File: src/rtl/AHB_package.sv
// Shared AHB types for the slave-select decoder: transfer/response encodings,
// default-slave FSM states and the address-map array type with its default map.
package AHB_package;

  typedef enum logic [1:0] {
    IDLE   = 2'b00,
    BUSY   = 2'b01,
    NONSEQ = 2'b10,
    SEQ    = 2'b11
  } htrans_type;

  typedef enum logic {
    HRESP_OKAY  = 1'b0,
    HRESP_ERROR = 1'b1
  } hresp_type;

  typedef enum logic [1:0] {
    DEF_OKAY = 2'd0,
    DEF_ERR1 = 2'd1,
    DEF_ERR2 = 2'd2
  } def_state_type;

  localparam int MAP_SLAVES = 4;
  localparam int MAP_AW     = 32;

  typedef logic [MAP_SLAVES-1:0][MAP_AW-1:0] addr_map_t;

  // Element [0] is the rightmost entry: slave 0 owns the boot region at 0x0.
  localparam addr_map_t DEFAULT_LOW_ADDR  = {32'h4000_0000, 32'h2000_0000,
                                             32'h1000_0000, 32'h0000_0000};
  localparam addr_map_t DEFAULT_HIGH_ADDR = {32'h4FFF_FFFF, 32'h2000_0FFF,
                                             32'h1000_FFFF, 32'h0000_FFFF};

endpackage

File: src/rtl/ahb_default_slave.sv
// AHB default slave: two-cycle ERROR response for captured decode misses and a
// saturating decode-error counter with synchronous clear.
module ahb_default_slave
  import AHB_package::*;
#(
  parameter int ERR_CNT_WIDTH = 8
) (
  input  logic                     hclk,
  input  logic                     hreset,
  input  logic                     hready,
  input  logic                     miss,
  input  logic                     err_cnt_clr,
  output logic                     def_hreadyout,
  output logic                     def_hresp,
  output logic [ERR_CNT_WIDTH-1:0] err_cnt
);

  def_state_type              r_state;
  def_state_type              w_state_nxt;
  hresp_type                  w_hresp;
  logic [ERR_CNT_WIDTH-1:0]   r_err_cnt;
  logic                       w_capture_miss;

  assign w_capture_miss = hready && miss;

  always_ff @(posedge hclk or posedge hreset) begin
    if (hreset) begin
      r_state <= DEF_OKAY;
    end else begin
      r_state <= w_state_nxt;
    end
  end

  always_comb begin
    w_state_nxt   = r_state;
    def_hreadyout = 1'b1;
    w_hresp       = HRESP_OKAY;
    case (r_state)
      DEF_OKAY: begin
        if (w_capture_miss) w_state_nxt = DEF_ERR1;
      end
      DEF_ERR1: begin
        def_hreadyout = 1'b0;
        w_hresp       = HRESP_ERROR;
        w_state_nxt   = DEF_ERR2;
      end
      DEF_ERR2: begin
        w_hresp     = HRESP_ERROR;
        w_state_nxt = w_capture_miss ? DEF_ERR1 : DEF_OKAY;
      end
      default: begin
        w_state_nxt = DEF_OKAY;
      end
    endcase
  end

  assign def_hresp = w_hresp;

  // A clear coinciding with a new miss still records that miss.
  always_ff @(posedge hclk or posedge hreset) begin
    if (hreset) begin
      r_err_cnt <= '0;
    end else if (err_cnt_clr) begin
      r_err_cnt <= w_capture_miss ? ERR_CNT_WIDTH'(1) : '0;
    end else if (w_capture_miss && (r_err_cnt != '1)) begin
      r_err_cnt <= r_err_cnt + ERR_CNT_WIDTH'(1);
    end
  end

  assign err_cnt = r_err_cnt;

endmodule

File: src/rtl/ahb_decoder_dp.sv
// AHB slave-select decoder for one master layer: combinational address decode
// with boot remap, registered data-phase select and an embedded default slave.
module ahb_decoder_dp
  import AHB_package::*;
#(
  parameter int AHB_ADDR_WIDTH = 32,
  parameter int SLAVE_NUM      = 4,
  parameter logic [SLAVE_NUM-1:0][AHB_ADDR_WIDTH-1:0] LOW_ADDR  = DEFAULT_LOW_ADDR,
  parameter logic [SLAVE_NUM-1:0][AHB_ADDR_WIDTH-1:0] HIGH_ADDR = DEFAULT_HIGH_ADDR,
  parameter logic [AHB_ADDR_WIDTH-1:0] REMAP_LOW  = '0,
  parameter logic [AHB_ADDR_WIDTH-1:0] REMAP_HIGH = AHB_ADDR_WIDTH'(32'h0000_FFFF),
  parameter int REMAP_SLV      = 1,
  parameter int ERR_CNT_WIDTH  = 8
) (
  input  logic                      hclk,
  input  logic                      hreset,
  input  logic [AHB_ADDR_WIDTH-1:0] haddr,
  input  htrans_type                htrans,
  input  logic                      hready,
  input  logic                      hremap,
  input  logic                      err_cnt_clr,
  output logic [SLAVE_NUM-1:0]      hsel,
  output logic [SLAVE_NUM-1:0]      hsel_dp,
  output logic                      default_sel_dp,
  output logic                      def_hreadyout,
  output logic                      def_hresp,
  output logic [ERR_CNT_WIDTH-1:0]  err_cnt
);

  logic [SLAVE_NUM-1:0] w_decoded;
  logic                 w_active;
  logic                 w_miss;
  logic [SLAVE_NUM-1:0] r_hsel_dp;
  logic                 r_default_sel_dp;

  // Inclusive range test done with borrow bits so a zero bound is not a
  // constant comparison.
  function automatic logic in_range(input logic [AHB_ADDR_WIDTH-1:0] a,
                                    input logic [AHB_ADDR_WIDTH-1:0] lo,
                                    input logic [AHB_ADDR_WIDTH-1:0] hi);
    logic [AHB_ADDR_WIDTH:0] d_lo;
    logic [AHB_ADDR_WIDTH:0] d_hi;
    d_lo = {1'b0, a} - {1'b0, lo};
    d_hi = {1'b0, hi} - {1'b0, a};
    return !d_lo[AHB_ADDR_WIDTH] && !d_hi[AHB_ADDR_WIDTH];
  endfunction

  // Descending scan so the lowest matching index is the last one written.
  always_comb begin
    w_decoded = '0;
    for (int i = SLAVE_NUM - 1; i >= 0; i--) begin
      if (in_range(haddr, LOW_ADDR[i], HIGH_ADDR[i])) begin
        w_decoded    = '0;
        w_decoded[i] = 1'b1;
      end
    end
    if (hremap && in_range(haddr, REMAP_LOW, REMAP_HIGH)) begin
      w_decoded            = '0;
      w_decoded[REMAP_SLV] = 1'b1;
    end
  end

  assign w_active = (htrans == NONSEQ) || (htrans == SEQ);
  assign hsel     = w_active ? w_decoded : '0;
  assign w_miss   = w_active && (w_decoded == '0);

  always_ff @(posedge hclk or posedge hreset) begin
    if (hreset) begin
      r_hsel_dp        <= '0;
      r_default_sel_dp <= 1'b0;
    end else if (hready) begin
      r_hsel_dp        <= hsel;
      r_default_sel_dp <= w_miss;
    end
  end

  assign hsel_dp        = r_hsel_dp;
  assign default_sel_dp = r_default_sel_dp;

  ahb_default_slave #(
    .ERR_CNT_WIDTH (ERR_CNT_WIDTH)
  ) u_default_slave (
    .hclk          (hclk),
    .hreset        (hreset),
    .hready        (hready),
    .miss          (w_miss),
    .err_cnt_clr   (err_cnt_clr),
    .def_hreadyout (def_hreadyout),
    .def_hresp     (def_hresp),
    .err_cnt       (err_cnt)
  );

endmodule

File: config.mk
export PLATFORM = sky130hd
export DESIGN_NAME = ahb_decoder_dp
export DESIGN_NICKNAME = d
export VERILOG_FILES = /design/src/rtl/AHB_package.sv /design/src/rtl/ahb_default_slave.sv /design/src/rtl/ahb_decoder_dp.sv
export SDC_FILE = /design/constraint.sdc
export NUM_CORES = 1
export LEC_CHECK = 0
export CORE_UTILIZATION = 39
export DETAILED_ROUTE_END_ITERATION = 10
export MAX_ROUTING_LAYER = met4
export PLACE_DENSITY = 0.88
export SKIP_LAST_GASP = 1
export SLEW_MARGIN = 20
export SYNTH_ARGS = -nofsm -noshare
export SYNTH_HDL_FRONTEND = slang
export SYNTH_HIERARCHICAL = 1
export SYNTH_SLANG_ARGS = --single-unit
File: constraint.sdc
create_clock -name hclk -period 4.2 [get_ports hclk]
set_input_delay 0.84 -clock hclk [delete_from_list [all_inputs] [get_ports hclk]]
set_output_delay 0.84 -clock hclk [all_outputs]
set_load 0.02 [all_outputs]
Word level (Yosys, flattened, before mapping)
Index checks and enable logic that the tools add are counted.
- reductions and logical operators: 19
- eq/ne operators: 6
- add/subtract/negate cells: 8
- multiplexer cells: 14
- operators with widths (operator ; number):
    subtractor 16 x 32 -> 33 bit (first input constant) ; 1
    subtractor 29 x 32 -> 33 bit (first input constant) ; 1
    subtractor 30 x 32 -> 33 bit (first input constant) ; 1
    subtractor 31 x 32 -> 33 bit (first input constant) ; 1
    subtractor 32 x 29 -> 33 bit (second input constant) ; 1
    subtractor 32 x 30 -> 33 bit (second input constant) ; 1
    subtractor 32 x 31 -> 33 bit (second input constant) ; 1
    two-way mux 4 bit ; 6
    two-way mux 8 bit ; 2
    adder 8 x 1 -> 8 bit (second input constant) ; 1
    != test 8 bit (second input constant) ; 1
    logical AND 1 bit ; 7
    zero test 1 bit ; 7
    equality test 2 bit (second input constant) ; 3
    one-hot mux 2 bit (3 select lines) ; 1
    zero test 4 bit ; 1
    two-way mux 1 bit ; 4
    equality test 2 x 1 -> 1 bit (second input constant) ; 1
    zero test 2 bit ; 1
    two-way mux 2 bit ; 1
    != test 2 x 1 -> 1 bit (second input constant) ; 1
    nonzero test 2 bit ; 1
    OR reduction 2 bit ; 1
    logical OR 1 bit ; 1
- output and inout bits: 19
- word-level logic and storage cells: 51
- flip-flop bits (word level): 15

Depth between registers and ports, before layout
- depth in word-level cells: 14
- depth in mapped cells: 7

Hierarchy
Netlist, hierarchy kept.
- modules (own cells, without submodules) (module ; cells an instance ; area an instance (um^2) ; seq. area each (um^2) ; times used):
    ahb_default_slave ; 67 ; 599.3 ; 250.2 ; 1
    ahb_decoder_dp ; 35 ; 332.8 ; 125.1 ; 1

Least setup slack after synthesis
OpenSTA, ideal clock, no wires.
- path type: in2out
- start: input port haddr[23]
- end: output port hsel[0]
- buffers on the path: 0
- arrival: 1933 ps
- stages: 4
- path slack: 1427 ps
- cells stage by stage: nor4_1 -> and4_1 -> nand3_1 -> nor3_1
- cells in the longest elaborated chain, start to end: 8
- elaborated cells between the ends (all ways): 18
- ends and longest elaborated chain (element ; RTL line ; source):
    start: declaration ; ahb_decoder_dp.sv:17 ; input logic [AHB_ADDR_WIDTH-1:0] haddr,
    subtractor 32 x 30 -> 33 bit / subtractor 30 x 32 -> 33 bit (equally long branches) ; ahb_decoder_dp.sv:43, ahb_decoder_dp.sv:44 ;
    zero test 1 bit ; ahb_decoder_dp.sv:45 ; return !d_lo[AHB_ADDR_WIDTH] && !d_hi[AHB_ADDR_WIDTH];
    logical AND 1 bit ; ahb_decoder_dp.sv:45 ;
    two-way mux 4 bit (3 in series) ; ahb_decoder_dp.sv:52 ; if (in_range(haddr, LOW_ADDR[i], HIGH_ADDR[i])) begin
    two-way mux 4 bit * ; ahb_decoder_dp.sv:57 ; if (hremap && in_range(haddr, REMAP_LOW, REMAP_HIGH)) begin
    two-way mux 4 bit * ; ahb_decoder_dp.sv:64 ; assign hsel = w_active ? w_decoded : '0;
    end: declaration ; ahb_decoder_dp.sv:22 ; output logic [SLAVE_NUM-1:0] hsel,
Mark *: on every way between the ends. The rest lies on a longest branch, timed or not.

Final worst setup path
- start: input port haddr[30]
- end: output port hsel[0]
Same word-level chain as after synthesis.

==> results.yml <==
outcome:
  outcome: "finished clean"
critical_path:
  timing.rr.end: "u_default_slave/err_cnt[5]$_DFFE_PP0P_"
  critPathKind: "input port to output port"
  cp_max_fo: 4
  worstPathArrival_ns: 2.90
  r2r_start: "u_default_slave/err_cnt[0]$_DFFE_PP0P_"
  cp-start-kind: "input port"
  r2r_slack_ns: 2.62
  reg2regPathDepth: 5
  required_ns: 3.36
  crit_path_end_kind: "output port"
finish:
  area_growth_pct: 52.2
  antenna_cells: 0
  drive_gt1_share_pct: 8.11
  nets: 194
  fin_cells: 176
synthesis:
  synth-seq-cells: 15
  async_flop_share_pct: 100
  syn_nets: 147
  netlist_area_um2: 932
  postSynthAreaPerCell_um2: 9.14
  synth_commonest_cells: "dfrtp_1, nor2_1, nand2_1"
  ys_types: 32
  syn_inst: 102
  synthFlopType: "dfrtp_1"
  synth_edf_count: 0
  yosysMostFrequentCell: "dfrtp_1"
  synthTopCellsByArea: "dfrtp_1, ha_1, nor2_1, nand2_1, inv_1"
  yosysTopAreaCell: "dfrtp_1"
  synth-seq-area-share_pct: 40.3
  ys.warnings.count: 6
  yosysTopAreaCellShare_pct: 40.3
grt:
  grtUsageTotal_pct: 22.2
  met1_usage_pct: 22.4
  grt_pass1_wl_mm: 4.13
  grt_use_met2_pct: 40.2
  grt_antenna_before_repair: 0
  gr-max-usage-layer: "met2"
  grt_max_degree: 11
  grt_pass1_vias: 969
  grt-ovfl-total: 0
  grt.met3_usage_pct: 5.36
hold_path:
  whs_path_depth: 1
  hold_path_end: "u_default_slave/err_cnt[6]$_DFFE_PP0P_"
  worstHoldStart: "u_default_slave/err_cnt[6]$_DFFE_PP0P_"
  hold_path_class: "flip-flop to flip-flop"
clocking:
  root_buffer: "clkbuf_4"
  clk_latency_ns: 0.29
  clock_sinks: 15
  cts-buffers-inserted: 3
  clockBufferDepth: 2
  cts_hold_buf: 0
  post-cts-setup-buffer-count: 0
  post_cts_resized: 0
  cts_tree: "yes"
  clk_pin_slew_ns: 0.09
  htree_levels: 1
timing:
  min_period_ns: 3.74
  setup_violations: 0
  finClkSkew_ns: 0.00193
  rsz0062_at_grt: "false"
  tightest_slew_ns: 0.401
  drv_slew: 0
  whs_ns: 0.528
  fin_setup_tns_ns: 0
  finalCritPeriodShare_pct: 89.0
  hold_viol: 0
  max_slew_margin_pct: 73.3
  fmax_mhz: 268
placement:
  dpl.hpwl_mm: 1.99
  gp_congestion: 0.790
  port_buffers: 44
  dp.cells: 172
die:
  core_area_mm2: 0.00223
  ios: 58
  die_y_um: 50.9
  dieWidth_um: 50.9
  num_rows: 17
  dieArea_mm2: 0.00259
  start_util_pct: 41.7
job:
  drv_cap: 0
routing:
  wirelength_mm: 2.46
  via_per_inst: 5.26
  drt_first_iter_violations: 1
  wl_per_cell_um: 14.0
  drc: 0
  antenna_left: 0
  first_pass_iters: 4
  vias: 926
power:
  p_leak_nw: 0.599
  vdd_drop_max_mv: 0.242
  power_density_mw_per_mm2: 276
per-layer routing:
metal / routed length [um] / part of all wire (%)
met5: 0 / 0
met4: 55 / 2.2
met3: 144 / 5.8
met2: 1320 / 54
met1: 944 / 38
logic make-up after synthesis:
| logic type | after synthesis | share of synthesized area (%) |
|---|---|---|
| flops | 15 | 40.3 |
| mux | 5 | 6.17 |
| fa+ha+maj | 6 | 8.05 |
| simple gates | 47 | 26.8 |
| xor+xnor | 1 | 0.940 |
| buf+inv | 11 | 5.24 |
| compound gates | 17 | 12.5 |
layout by cell type, fill, tap and decap left out, types with 2 or more instances in the layout:
master           instances
a21oi_1                  4
o21ai_0                  5
dfrtp_1                 15
o22ai_1                  2
nor4_1                   2
and3_1                   3
mux2i_1                  2
nand4_1                  2
and4_1                   2
clkbuf_4                 3
nor3_1                   4
inv_1                    9
nand2_1                 10
ha_1                     6
nand3_1                  5
nor2_1                  12
a211oi_1                 2
mux2_2                   2
clkdlybuf4s50_1         44
where the power goes:
group          internal, mW  switching [mW]  total, mW  leakage [nW]
clock                0.0370          0.0467     0.0837        0.0150
combinational        0.0706          0.0686      0.139         0.380
sequential            0.156          0.0137      0.169         0.204
worst max-delay path by stage:
stage / start / end / slack [ns] / depth (start not counted)
2_1_floorplan: haddr[23] / hsel[0] / 1.43 / 4
3_3_place_gp: haddr[30] / hsel[0] / 0.59 / 6
3_5_place_dp: haddr[30] / hsel[0] / 0.48 / 6
4_1_cts: haddr[30] / hsel[0] / 0.44 / 6
5_1_grt: haddr[30] / hsel[0] / 0.35 / 6
6_report: haddr[30] / hsel[0] / 0.46 / 6
cell type report:
cell class / count / area, um2
fillers: 180 / 815
clock buffers: 4 / 26.3
flip-flops and latches: 15 / 375
multi-input cells: 76 / 508
repair buffers: 44 / 440
inverters: 9 / 33.8
well taps: 28 / 35.0
critical path: stages:
cell	delay [ns]
clkdlybuf4s50_1	0.42
nor4_1	0.31
and4_1	0.32
nand3_1	0.17
nor3_1	0.19
clkdlybuf4s50_1	0.65
flip-flops by register name, summed over array words and instances (netlist names):
register and count:
hsel_dp 4, default_sel_dp 1, u_default_slave/err_cnt 8, u_default_slave/r_state 2
metrics by stage:
stage | total power, mW | util, % | worst slack, ns | cell area [um2]
5_1_grt | 0.419 | 63.5 | 0.348 | 1420
2_1_floorplan | 0.244 | - | 1.43 | 932
4_1_cts | 0.395 | 63.5 | 0.436 | 1420
3_3_place_gp | 0.302 | 62.4 | 0.588 | 1390
6_report | 0.392 | 63.5 | 0.464 | 1420
3_5_place_dp | 0.311 | 62.4 | 0.478 | 1390
Note: power is estimated with default switching activity, not from simulation.
